--- src/rtl/lif_param_loader.sv ---
// Loads a five-byte LIF neuron configuration frame into shadow registers and
// commits the whole set atomically, rejecting frames whose threshold is zero.
module lif_param_loader #(
    parameter int NUM_BYTES = 5
) (
    input  logic       clk,
    input  logic       rst_n,
    input  logic       load_en,
    input  logic       data_valid,
    input  logic [7:0] data_in,
    output logic [2:0] weight_a,
    output logic [7:0] leak_rate_1,
    output logic [7:0] leak_rate_2,
    output logic [7:0] threshold,
    output logic [3:0] leak_cycles_1,
    output logic [3:0] leak_cycles_2,
    output logic       params_ready,
    output logic       busy,
    output logic       load_done,
    output logic       cfg_error
);

    typedef enum logic [1:0] {
        ST_IDLE     = 2'd0,
        ST_LOAD     = 2'd1,
        ST_COMMIT   = 2'd2,
        ST_WAIT_REL = 2'd3
    } state_t;

    localparam logic [2:0] LAST_IDX = 3'(NUM_BYTES - 1);

    state_t     state_r;
    state_t     state_s;
    logic [2:0] cnt_r;
    logic [2:0] sh_weight_r;
    logic [7:0] sh_leak1_r;
    logic [7:0] sh_leak2_r;
    logic [7:0] sh_thr_r;
    logic [3:0] sh_cyc1_r;
    logic [3:0] sh_cyc2_r;
    logic       accept_s;
    logic       abort_s;
    logic       commit_ok_s;
    logic       commit_bad_s;

    // Next-state selection and frame event decode
    always_comb begin
        state_s      = state_r;
        accept_s     = 1'b0;
        abort_s      = 1'b0;
        commit_ok_s  = 1'b0;
        commit_bad_s = 1'b0;
        case (state_r)
            ST_IDLE: begin
                if (load_en) begin
                    state_s = ST_LOAD;
                end else begin
                    state_s = ST_IDLE;
                end
            end
            ST_LOAD: begin
                if (!load_en) begin
                    abort_s = 1'b1;
                    state_s = ST_IDLE;
                end else if (data_valid) begin
                    accept_s = 1'b1;
                    if (cnt_r == LAST_IDX) begin
                        state_s = ST_COMMIT;
                    end else begin
                        state_s = ST_LOAD;
                    end
                end else begin
                    state_s = ST_LOAD;
                end
            end
            ST_COMMIT: begin
                state_s = ST_WAIT_REL;
                if (sh_thr_r != 8'd0) begin
                    commit_ok_s = 1'b1;
                end else begin
                    commit_bad_s = 1'b1;
                end
            end
            ST_WAIT_REL: begin
                if (!load_en) begin
                    state_s = ST_IDLE;
                end else begin
                    state_s = ST_WAIT_REL;
                end
            end
            default: begin
                state_s = ST_IDLE;
            end
        endcase
    end

    // State register, byte counter and status flags
    always_ff @(posedge clk or negedge rst_n) begin
        if (!rst_n) begin
            state_r   <= ST_IDLE;
            cnt_r     <= 3'd0;
            busy      <= 1'b0;
            load_done <= 1'b0;
            cfg_error <= 1'b0;
        end else begin
            state_r   <= state_s;
            busy      <= (state_s == ST_LOAD) || (state_s == ST_COMMIT);
            load_done <= commit_ok_s;
            cfg_error <= commit_bad_s;
            if (state_r == ST_IDLE) begin
                cnt_r <= 3'd0;
            end else if (accept_s && (cnt_r != LAST_IDX)) begin
                cnt_r <= cnt_r + 3'd1;
            end
        end
    end

    // Shadow capture; an aborted frame leaves nothing behind
    always_ff @(posedge clk or negedge rst_n) begin
        if (!rst_n) begin
            sh_weight_r <= 3'd0;
            sh_leak1_r  <= 8'd0;
            sh_leak2_r  <= 8'd0;
            sh_thr_r    <= 8'd0;
            sh_cyc1_r   <= 4'd0;
            sh_cyc2_r   <= 4'd0;
        end else if (accept_s) begin
            case (cnt_r)
                3'd0:    sh_weight_r <= data_in[2:0];
                3'd1:    sh_leak1_r  <= data_in;
                3'd2:    sh_leak2_r  <= data_in;
                3'd3:    sh_thr_r    <= data_in;
                3'd4: begin
                    sh_cyc1_r <= data_in[7:4];
                    sh_cyc2_r <= data_in[3:0];
                end
                default: sh_weight_r <= sh_weight_r;
            endcase
        end else if (abort_s) begin
            sh_weight_r <= 3'd0;
            sh_leak1_r  <= 8'd0;
            sh_leak2_r  <= 8'd0;
            sh_thr_r    <= 8'd0;
            sh_cyc1_r   <= 4'd0;
            sh_cyc2_r   <= 4'd0;
        end
    end

    // Committed parameter set, updated only by an accepted frame
    always_ff @(posedge clk or negedge rst_n) begin
        if (!rst_n) begin
            weight_a      <= 3'd0;
            leak_rate_1   <= 8'd0;
            leak_rate_2   <= 8'd0;
            threshold     <= 8'd0;
            leak_cycles_1 <= 4'd0;
            leak_cycles_2 <= 4'd0;
            params_ready  <= 1'b0;
        end else if (commit_ok_s) begin
            weight_a      <= sh_weight_r;
            leak_rate_1   <= sh_leak1_r;
            leak_rate_2   <= sh_leak2_r;
            threshold     <= sh_thr_r;
            leak_cycles_1 <= sh_cyc1_r;
            leak_cycles_2 <= sh_cyc2_r;
            params_ready  <= 1'b1;
        end
    end

endmodule
--- config.mk ---
export PLATFORM = sky130hd
export DESIGN_NAME = lif_param_loader
export DESIGN_NICKNAME = d
export VERILOG_FILES = /design/src/rtl/lif_param_loader.sv
export SDC_FILE = /design/constraint.sdc
export NUM_CORES = 1
export LEC_CHECK = 0
export ABC_AREA = 1
export CAP_MARGIN = 25
export CORE_MARGIN = 10
export CORE_UTILIZATION = 45
export DETAILED_ROUTE_END_ITERATION = 12
export PLACE_DENSITY = 0.73
export SLEW_MARGIN = 40
export SYNTH_ARGS = -nofsm -noshare
export SYNTH_HDL_FRONTEND = slang
export SYNTH_SLANG_ARGS = --single-unit
--- constraint.sdc ---
create_clock -name clk -period 3 [get_ports clk]
set_clock_uncertainty 0.15 [all_clocks]
set_input_delay 0.6 -clock clk [delete_from_list [all_inputs] [get_ports clk]]
set_output_delay 0.6 -clock clk [all_outputs]
set_load 0.01 [all_outputs]
# Word-level counts from Yosys, hierarchy flattened
# Cells that the tools add are included.
[word_totals]
register_bits = 79
word_cells = 78
[op_classes]
muxes = 32
add_sub_neg = 1
reduce_logical = 12
eq_ne = 15
[ops]
columns = ["operator", "n"]
rows = [
  ["$mux W8", 7],
  ["$mux W4", 5],
  ["$mux W3", 5],
  ["$mux W1", 10],
  ["$ne A2 B1 Y1 const B", 5],
  ["$reduce_and A2 Y1", 5],
  ["$mux W2", 4],
  ["$pmux W2 S4", 1],
  ["$reduce_bool A8 Y1", 1],
  ["$eq A2 B2 Y1 const B", 3],
  ["$eq A3 B2 Y1 const B", 2],
  ["$eq A2 B1 Y1 const B", 2],
  ["$reduce_bool A2 Y1", 2],
  ["$add A3 B1 Y3 const B", 1],
  ["$eq A3 B1 Y1 const B", 1],
  ["$eq A3 B3 Y1 const B", 1],
  ["$logic_not A3 Y1", 1],
  ["$ne A3 B3 Y1 const B", 1],
  ["$logic_not A2 Y1", 1],
  ["$logic_and A1 B1 Y1", 1],
  ["$logic_or A1 B1 Y1", 1],
]

# Logic depth before layout (Yosys ltp)
[depth]
word_depth = 7
mapped_depth = 8
ltp_nobuf = 8

# Worst setup path after synthesis
# Ideal clock, no wire load.
[synth_timing]
path_type = "input -> register"
from = "input port load_en"
to = "register cnt_r[2]"
required_ps = 2729
slack_ps = 1528
stages = 5
n_path_buf = 0
arrival_time_ps = 1201
cell_sequence = "nand2_1 nor2_4 nand2_1 nand3_1 o21ai_1"
[synth_via]
elab_chain_cells = 4
[synth_rtl]
columns = ["element", "line_no", "source"]
rows = [
  ["start, declared", "8", "input logic load_en,"],
  ["$mux W1", "62", "if (!load_en) begin"],
  ["$mux W1", "53", "case (state_r)"],
  ["$logic_and A1 B1 Y1", "112", "end else if (accept_s && (cnt_r != LAST_IDX)) begin"],
  ["$reduce_bool A2 Y1 (no line)", "n/a", ""],
  ["end signal, assigned", "113", "cnt_r <= cnt_r + 3'd1;"],
  ["end, declared", "34", "logic [2:0] cnt_r;"],
]
# Every way passes these cells.
# A chain may end at the register's enable or synchronous reset.

# Worst setup path after layout
[layout_timing]
from = "register weight_a[1]"
to = "output port weight_a[1]"
[layout_lines]
columns = ["element", "line_no", "source"]
rows = [
  ["start, declared", "11", "output logic [2:0] weight_a,"],
  ["start signal, assigned", "160", "weight_a <= sh_weight_r;"],
]
# No word-level cell between the ends.

==> run summary <==
Buffers on Ports - 50
Slew headroom - 52.41%
drt wl/cell - 14.03 µm
PnR worst setup slack - 0.9866 ns
crit-path cells - clkdlybuf4s50_1
worst slew pin tran - 0.7138 ns
Max Cap Viol - 0
Final Hold Vio Count - 0
Final #Nets - 454
die height - 106.2 µm
clk root buf - clkbuf_8
Area growth syn-to-layout - 24.34%
fin crit share - 67.11%
Worst Hold Class - in -> async
Setup Fix Bufs, Post-CTS - 0
WP buf/inv - 1
CTS H-tree lvls - 3
Seq cells post-synth - 79
syn_nets - 403
Congestion Overflow GR - 0
Distinct cells, synth - 20
Mean Syn Cell Area - 8.655 µm²
TritonCTS Buffers - 9
critical path's slowest cell - clkdlybuf4s50_1
post-synthesis sequential area ratio - 59.18%
commonest non-fill, non-tap cell in the layout - nand2_1
CTS tree - yes
# clock sinks - 79
Setup Viol. Count Final - 0
clock latency of the later-clocked register in the worst-skew pair - 0.35 ns
io pins - 51
fmax - 0.4967 GHz
critical path class - reg -> out
1st-pass router iterations - 4
status - complete, no violations
reg2reg path depth - 6
CP endpoint kind - output pin
Rows - 31
Clk pin slew, worst setup/hold paths - 0.08 ns
top post-synthesis cells by area - dfrtp_1, nand2_1, nand3_1
hold buffers post-CTS - 0
critical path peak fanout - 2
RSZ-0062 raised after global routing - false
vias post-DR - 2720
largest net degree at the start of global routing - 80
Critical Path RT - 2.25 ns
vias in the first global route - 2666
Mapped Cells - 386
cell area after synthesis - 3341 µm²
post-route ant nets - 0
die area - 11270 µm²
initial antenna violation count - 0
max incr delay on CP - 0.55 ns
Pwr Density - 512.9 nW/µm²
post-CTS resize count - 0
CORE AREA - 7253 µm²
n_diodes - 0
first-pass GRT wire length - 12940 µm
Final Critical Period - 2.013 ns
Fillers - 662
Critical Path Start Type - flip-flop
GPL Wtd Cong - 0.8954
Max VDD drop - 0.2659 mV
share of cells above drive strength 1 - 7.937%
post-synth top area cell - dfrtp_1
DRT iter0 DRCs - 184
CP top delay family - buffers and inverters
Synth top area share - 59.18%
wirelength, routed - 7577 µm
P_leak - 2.294 nW
Max Root-Sink Buffers - 2
Starting Density - 46.06%
Placement Setup Slack - 0.7253 ns
Tot Pwr - 2.131 mW
number of stages on the worst setup path - 1
Ys Warns - 0
Horiz. Die Dim - 106.2 µm
total track usage - 14.04%
drt via density - 5.037
R2R Setup Slk - 1.10 ns
CP arrival - 1.26 ns
commonest non-fill, non-tap cells in the layout - nand2_1, dfrtp_1, nand3_1, clkdlybuf4s50_1, inv_1
hpwl dp - 5196 µm
Max Slew Vio Count - 0
setup TNS - 0 ns
DRC Markers - 0
## metrics by stage
stage | instance area [µm²] | util [%] | hold slack (ns) | cells
5_1_grt | 4154 | 57.27 | 0.1836 | 540
3_5_place_dp | 3934 | 54.23 | 0.3005 | 525
4_1_cts | 4154 | 57.27 | 0.1570 | 540
3_3_place_gp | 3928 | 54.15 | 0.2958 | 525
2_1_floorplan | 3341 | - | 0.1544 | 386
6_report | 4154 | 57.27 | 0.1046 | 540
## report_power, final
part	switching [mW]	internal (mW)
registers	0.0181	1.09
clock network	0.387	0.488
logic	0.107	0.0414
## registers in the layout, summed over array words and instances, names as in the netlist, 2 cells and up
signal	flops
sh_weight_r	3
sh_cyc1_r	4
state_r	2
sh_thr_r	8
threshold	8
sh_leak2_r	8
cnt_r	3
weight_a	3
leak_cycles_1	4
sh_leak1_r	8
leak_cycles_2	4
leak_rate_1	8
sh_cyc2_r	4
leak_rate_2	8
## synth_stat cells (all sizes together)
cell type    n
a21oi        1
buf          8
clkbuf       5
clkinv       1
dfrtp       79
ha           5
inv         25
nand2      164
nand3       75
nor2        19
nor3         1
o21ai        3
## final timing paths
path,start,endpoint
min,rst_n,threshold[1]
min reg2reg,params_ready,params_ready
max in group asynchronous,rst_n,sh_leak1_r[5]
max reg2reg,sh_thr_r[7],threshold[2]
max,weight_a[1],weight_a[1]
min in group clk,params_ready,params_ready
## cells by family (layout without fill, tap and decap cells)
family	Yosys count	after routing	share of synthesized area, %
adder cells (fa/ha/maj)	5	5	1.873
AO/OA/AOI/OAI	4	4	0.7112
flip-flops	79	79	59.18
AND/OR/NAND/NOR	259	259	33.60
buffers and inverters	39	94	4.644
## per-layer routing
layer | GRT usage, % | wire, µm
met5 | 0 | 0
met1 | 17.63 | 3229
met2 | 22.48 | 3683
met3 | 2.657 | 471
met4 | 7.447 | 192
## area by class of cell
class,instances,area [µm²],area share [%]
clock buffers,10,137.6,3.313
well taps,99,123.9,2.982
clock inverters,5,82.58,1.988
flip-flops and latches,79,1977,47.59
multi-input cells,268,1211,29.16
repair buffers,53,524.3,12.62
inverters,26,97.59,2.349
Power figures use the tool's default switching activity.
